$ cat src/rtl/frame_strobe_writer.sv
// Frame strobe writer: decodes header/data word pairs from the bitstream loader and
// drives one tile column's frame latch array. Each frame write presents data, waits one
// setup cycle, pulses exactly one FrameStrobe bit for StrobeCycles cycles, then holds
// the data for one more cycle before the next word is accepted.
// Optional build macro FRAME_PARITY_EN: header bit 15 carries the even parity of the
// following data word; a mismatching data word is discarded and flagged as an error.
module frame_strobe_writer #(
    parameter int unsigned MaxFramesPerCol = 20,
    parameter int unsigned FrameBitsPerRow = 32,
    parameter int unsigned StrobeCycles    = 2,
    parameter logic [15:0] HeaderTag       = 16'hFAB0
) (
    input  logic                       CLK,
    input  logic                       resetn,
    input  logic [FrameBitsPerRow-1:0] WordData,
    input  logic                       WordValid,
    output logic                       WordReady,
    output logic [FrameBitsPerRow-1:0] FrameData,
    output logic [MaxFramesPerCol-1:0] FrameStrobe,
    output logic                       Busy,
    output logic                       Error,
    input  logic                       ErrorClear
);

    localparam int unsigned CntW = (StrobeCycles > 1) ? $clog2(StrobeCycles) : 1;
    localparam logic [CntW-1:0] CntLoad = CntW'(StrobeCycles - 1);

    typedef enum logic [2:0] {
        StIdle,
        StWaitData,
        StSetup,
        StStrobe,
        StHold
    } state_e;

    state_e                     state_q, state_d;
    logic [4:0]                 idx_q, idx_d;
    logic [CntW-1:0]            cnt_q, cnt_d;
    logic [FrameBitsPerRow-1:0] data_q, data_d;
    logic [MaxFramesPerCol-1:0] strobe_q, strobe_d;
    logic                       busy_q, busy_d;
    logic                       error_q, error_d;
    logic                       err_set;
    logic                       accept;
`ifdef FRAME_PARITY_EN
    logic                       par_q, par_d;
`endif

    // WordReady is the only unregistered output: decoded straight from the state.
    assign WordReady = (state_q == StIdle) || (state_q == StWaitData);
    assign accept    = WordValid && WordReady;

    // Next-state decode, frame data capture and error detection.
    always_comb begin
        state_d = state_q;
        idx_d   = idx_q;
        cnt_d   = cnt_q;
        data_d  = data_q;
        err_set = 1'b0;
`ifdef FRAME_PARITY_EN
        par_d   = par_q;
`endif
        unique case (state_q)
            StIdle: begin
                if (accept) begin
                    if (WordData[31:16] == HeaderTag) begin
                        if (32'(WordData[4:0]) >= MaxFramesPerCol) begin
                            err_set = 1'b1;
                        end else begin
                            idx_d   = WordData[4:0];
`ifdef FRAME_PARITY_EN
                            par_d   = WordData[15];
`endif
                            state_d = StWaitData;
                        end
                    end else begin
                        err_set = 1'b1;
                    end
                end
            end
            StWaitData: begin
                // The data word is never checked for the header tag.
                if (accept) begin
`ifdef FRAME_PARITY_EN
                    if ((^WordData) != par_q) begin
                        err_set = 1'b1;
                        state_d = StIdle;
                    end else begin
                        data_d  = WordData;
                        state_d = StSetup;
                    end
`else
                    data_d  = WordData;
                    state_d = StSetup;
`endif
                end
            end
            StSetup: begin
                cnt_d   = CntLoad;
                state_d = StStrobe;
            end
            StStrobe: begin
                if (cnt_q == '0) begin
                    state_d = StHold;
                end else begin
                    cnt_d = cnt_q - CntW'(1);
                end
            end
            StHold: begin
                state_d = StIdle;
            end
            default: begin
                state_d = StIdle;
            end
        endcase
    end

    // Registered outputs follow the next state so they line up with it cycle for cycle.
    always_comb begin
        strobe_d = '0;
        if (state_d == StStrobe) begin
            for (int unsigned i = 0; i < MaxFramesPerCol; i++) begin
                strobe_d[i] = (idx_q == 5'(i));
            end
        end
        busy_d  = (state_d != StIdle);
        // A new error wins over a simultaneous clear.
        error_d = err_set | (error_q & ~ErrorClear);
    end

    // State and output registers with asynchronous active-low reset.
    always_ff @(posedge CLK or negedge resetn) begin
        if (!resetn) begin
            state_q  <= StIdle;
            idx_q    <= '0;
            cnt_q    <= '0;
            data_q   <= '0;
            strobe_q <= '0;
            busy_q   <= 1'b0;
            error_q  <= 1'b0;
`ifdef FRAME_PARITY_EN
            par_q    <= 1'b0;
`endif
        end else begin
            state_q  <= state_d;
            idx_q    <= idx_d;
            cnt_q    <= cnt_d;
            data_q   <= data_d;
            strobe_q <= strobe_d;
            busy_q   <= busy_d;
            error_q  <= error_d;
`ifdef FRAME_PARITY_EN
            par_q    <= par_d;
`endif
        end
    end

    assign FrameData   = data_q;
    assign FrameStrobe = strobe_q;
    assign Busy        = busy_q;
    assign Error       = error_q;

endmodule

$ cat config.mk
export PLATFORM = sky130hd
export DESIGN_NAME = frame_strobe_writer
export DESIGN_NICKNAME = d
export VERILOG_FILES = /design/src/rtl/frame_strobe_writer.sv
export SDC_FILE = /design/constraint.sdc
export NUM_CORES = 1
export LEC_CHECK = 0
export ABC_AREA = 0
export CORE_ASPECT_RATIO = 1.5
export CORE_MARGIN = 5
export CORE_UTILIZATION = 46
export CTS_CLUSTER_SIZE = 40
export DETAILED_ROUTE_END_ITERATION = 16
export GPL_TIMING_DRIVEN = 0
export PLACE_DENSITY_LB_ADDON = 0.15
export SLEW_MARGIN = 20
export SYNTH_ARGS = -nofsm -noshare
export SYNTH_HDL_FRONTEND = slang
export SYNTH_SLANG_ARGS = --single-unit
export TNS_END_PERCENT = 1
$ cat constraint.sdc
create_clock -name CLK -period 4.9 [get_ports CLK]
set_input_delay 0.735 -clock CLK [delete_from_list [all_inputs] [get_ports CLK]]
set_output_delay 0.735 -clock CLK [all_outputs]
set_load 0.01 [all_outputs]
**Yosys cells after proc, flatten, opt, wreduce, memory -nomap -nowiden**

Index checks and enable logic that the tools add are counted.

- Input port bits: 36
- Bits in registers: 63
- Logic and storage cells: 58
- Output and inout port bits: 55

- Eq/ne operators: 24
- Bitwise gates (word level): 4
- Muxes and demuxes: 13
- Reductions and logical operators: 8
- Magnitude comparators: 1
- $add $sub $neg: 1

Operators with widths:

| kind | count |
|---|---|
| == test 5 x 4 -> 1 bit (second input constant) | 8 |
| == test 5 x 3 -> 1 bit (second input constant) | 4 |
| == test 5 bit (second input constant) | 4 |
| two-way mux 20 bit | 1 |
| == test 16 bit (second input constant) | 1 |
| two-way mux 3 bit | 5 |
| case mux 3 bit (4 select lines) | 1 |
| == test 5 x 2 -> 1 bit (second input constant) | 2 |
| == test 3 x 2 -> 1 bit (second input constant) | 3 |
| == test 5 x 1 -> 1 bit (second input constant) | 1 |
| greater-or-equal comparator 5 bit (second input constant) | 1 |
| logical NOT 5 bit | 1 |
| two-way mux 1 bit | 5 |
| AND reduction 4 bit | 1 |
| == test 3 x 1 -> 1 bit (second input constant) | 1 |
| logical NOT 3 bit | 1 |
| nonzero test 3 bit | 1 |
| inverter 1 bit | 2 |
| case mux 1 bit (2 select lines) | 1 |
| AND reduction 2 bit | 1 |
| nonzero test 2 bit | 1 |
| bitwise AND 1 bit | 1 |
| logical AND 1 bit | 1 |
| logical OR 1 bit | 1 |
| other kinds (2) | 2 |

**Depth between registers and ports, before layout**

- Depth in word-level cells: 7
- Gate-level depth with buffers: 5
- Mapped depth without buffers: 4

**Least setup slack after synthesis**

Ideal clock, no wire load.

- Kind: input-to-reg
- Start point: in WordData[24]
- End point: reg idx_q[0]
- Path slack: 2717 ps
- Arrival time: 2058 ps
- Path buffers: 1
- Stages: 5
- Data required time: 4775 ps
- Cells stage by stage: nor4bb_1 > nand3_1 > or4_1 > buf_6 > mux2_4

- Longest elaborated chain between the ends: 2

RTL lines:

| what | line | RTL |
|---|---|---|
| from (decl) | 15 | `input logic [FrameBitsPerRow-1:0] WordData,` |
| == test 16 bit | 66 | `if (WordData[31:16] == HeaderTag) begin` |
| AND reduction 4 bit (no source line) | n/a |  |
| to (signal assigned) | 146 | `idx_q <= idx_d;` |
| to (decl) | 37 | `logic [4:0] idx_q, idx_d;` |

Every way passes these cells.
A chain may end at the register's enable or synchronous reset.

**Worst setup path after layout**

- Start point: in WordData[27]
- End point: reg idx_q[0]

The elaborated chain is that of the path after synthesis.

==> impl_results.md <==
- Status: finished, final reports clean
- Worst-skew pair later-pin latency: 0.32 ns
- Fin. Hold Viols: 0
- Final min period: 2.463 ns
- Vias in the first global route: 1698
- Top post-synthesis cells by count: dfrtp_1, mux2_2, nor2_1
- Slew HR: 0.6973
- DRC: 0
- Layout Skew: 0.006110 ns
- Synth Cell Area: 2338 µm²
- I/O Pins: 91
- Drt total wl: 5029 µm
- H-tree levels: 3
- Setup TNS: 0 ns
- Post-synth cell types: 27
- Initial antenna violation count: 0
- Gr usage total: 0.1637
- Final nets: 300
- Slew @ Worst Pin: 0.4506 ns
- Total grt overflow: 0
- Post-synth EDFFs: 0
- Hold WC Path Type: input port to asynchronous set/reset pin
- Core area: 4887 µm²
- First-pass detailed-route iteration total: 2
- Synthesis Warnings: 0
- Die area: 6639 µm²
- WP data required: 5.10 ns
- Root buffer cell: clkbuf_8
- RSZ-0062 raised after global routing: no
- CP arrival: 2.67 ns
- Total clock sinks: 63
- Final Cycle Share: 0.5026
- Via count: 1597
- CP max FO: 7
- Setup repair bufs after CTS: 0
- Syn Inst Count: 162
- Placer Congestion: 0.7563
- Largest net degree at the start of global routing: 59
- Initial Util: 0.4785
- CTS tree: yes
- CTS buffer count: 9
- Utilization after layout: 0.7209
- Area Overhead vs Synth: 50.67%
- Seq/Total Area, Yosys: 0.6742
- DPL Wire Length: 3963 µm
- Number of routed nets with antenna violations: 0
- Worst setup SP type: input port
- Place WS: 2.097 ns
- Ys async rst share: 1.000
- Max Fclk: 406.0 MHz
- Port buffer count: 90
- N_diodes: 0
- Top_reg_cell synth: dfrtp_1
- Top cell type's share of synthesized area: 0.6742
- Die Y: 97.33 µm
- Post-cts hold buffer count: 0
- Hold_ws: 0.2165 ns
- Syn avg cell area: 14.44 µm²
- Top-count cell post-synth: dfrtp_1
- Via density per instance: 4.767
- Fin. max-slew vios: 0
- Pwr Density: 524.8 nW/µm²
- Worst VDD drop: 357.1 µV
- Worst setup margin: 2.437 ns
- Routed len/inst: 15.01 µm
- Share of layout cells above drive strength 1: 0.2193
- Maxcap violations: 0
- Area leader, netlist: dfrtp_1
- First-pass GRT wire length: 8059 µm
- Iter 0 DRT Violations: 71
- Synth top area cells: dfrtp_1, mux2_2, mux2_4
- Row count: 31
- # setup viols final: 0
- Syn Nets: 198
- Leakage: 0.001527 µW
- Setup Crit Path Kind: input port to flop
- Post-CTS Resized: 0
- Max clock buf depth: 2
- Crit. End Element: flop
- Post-synthesis register bit count: 63
- Chip width: 68.22 µm
- Clock-pin slew on the worst setup and hold paths: 0.06 ns
## through the flow
step	instance area (µm²)	total power, µW	cells
floorplan	2338	1070	162
CTS	3523	1877	335
global placement	3322	1460	318
finish	3523	1849	335
detailed placement	3347	1483	319
global route	3523	1960	335
## path summary, 6_finish.rpt
path	startpoint	end	slack, ns	depth (start not counted)
max in group asynchronous	resetn	idx_q[1]	4.21	2
min reg2reg	cnt_q	state_q[2]	0.47	1
max reg2reg	state_q[2]	FrameData[8]	3.02	5
max	WordData[27]	idx_q[0]	2.44	6
min in group CLK	cnt_q	state_q[2]	0.47	1
min	resetn	FrameData[24]	0.22	1
## worst max-delay path, stage by stage
cell and delay [ns]:
clkdlybuf4s50_1 0.46, nor4bb_1 0.34, nand3_1 0.13, or4_1 0.55, buf_6 0.16, mux2_4 0.29
## cell type report
type,instances,area (µm²)
Inverter,2,7.507
Buffer,7,37.54
Clock inverter,3,17.52
Sequential cell,63,1577
Tap cell,66,82.58
Multi-Input combinational cell,90,716.9
Timing Repair Buffer,91,925.9
Fill cell,369,1364
Clock buffer,13,158.9
## placed cells by master, fill, tap and decap left out, drive strengths merged, types with 2 or more instances in the layout
cell,n
o21ai,2
clkbuf,14
nand3,3
nand3b,3
nand2,4
mux2,37
inv,2
clkdlybuf4s50,89
nand2b,3
dfrtp,63
nor2,19
nor3,7
clkinv,2
buf,8
## metal layers
metal,vias to the layer above,track usage,routed length (µm)
met5,-,0,0
met2,59,0.2823,2775
met4,0,0.07351,83
met1,769,0.1737,1791
met3,9,0.05324,379
li1,760,-,-
## cells by family after synthesis
| logic type | synth area share |
|---|---|
| and+or+nand+nor | 0.1075 |
| muxes | 0.1862 |
| DFF | 0.6742 |
| AOI/OAI and AO/OA | 0.01285 |
| buffers and inverters | 0.01926 |
## state kept, by name, indices dropped and copies added, names as in the netlist
signal,count
FrameData,32
FrameStrobe,20
idx_q,5
state_q,3
Busy,1
Error,1
cnt_q,1
## power by group
group	internal, µW	switching [µW]	leakage (µW)	total [µW]
Sequential	683	82.7	0.000803	765
Combinational	433	263	0.000635	696
Clock	210	178	0.0000894	388
(Power assumes the default switching activity.)
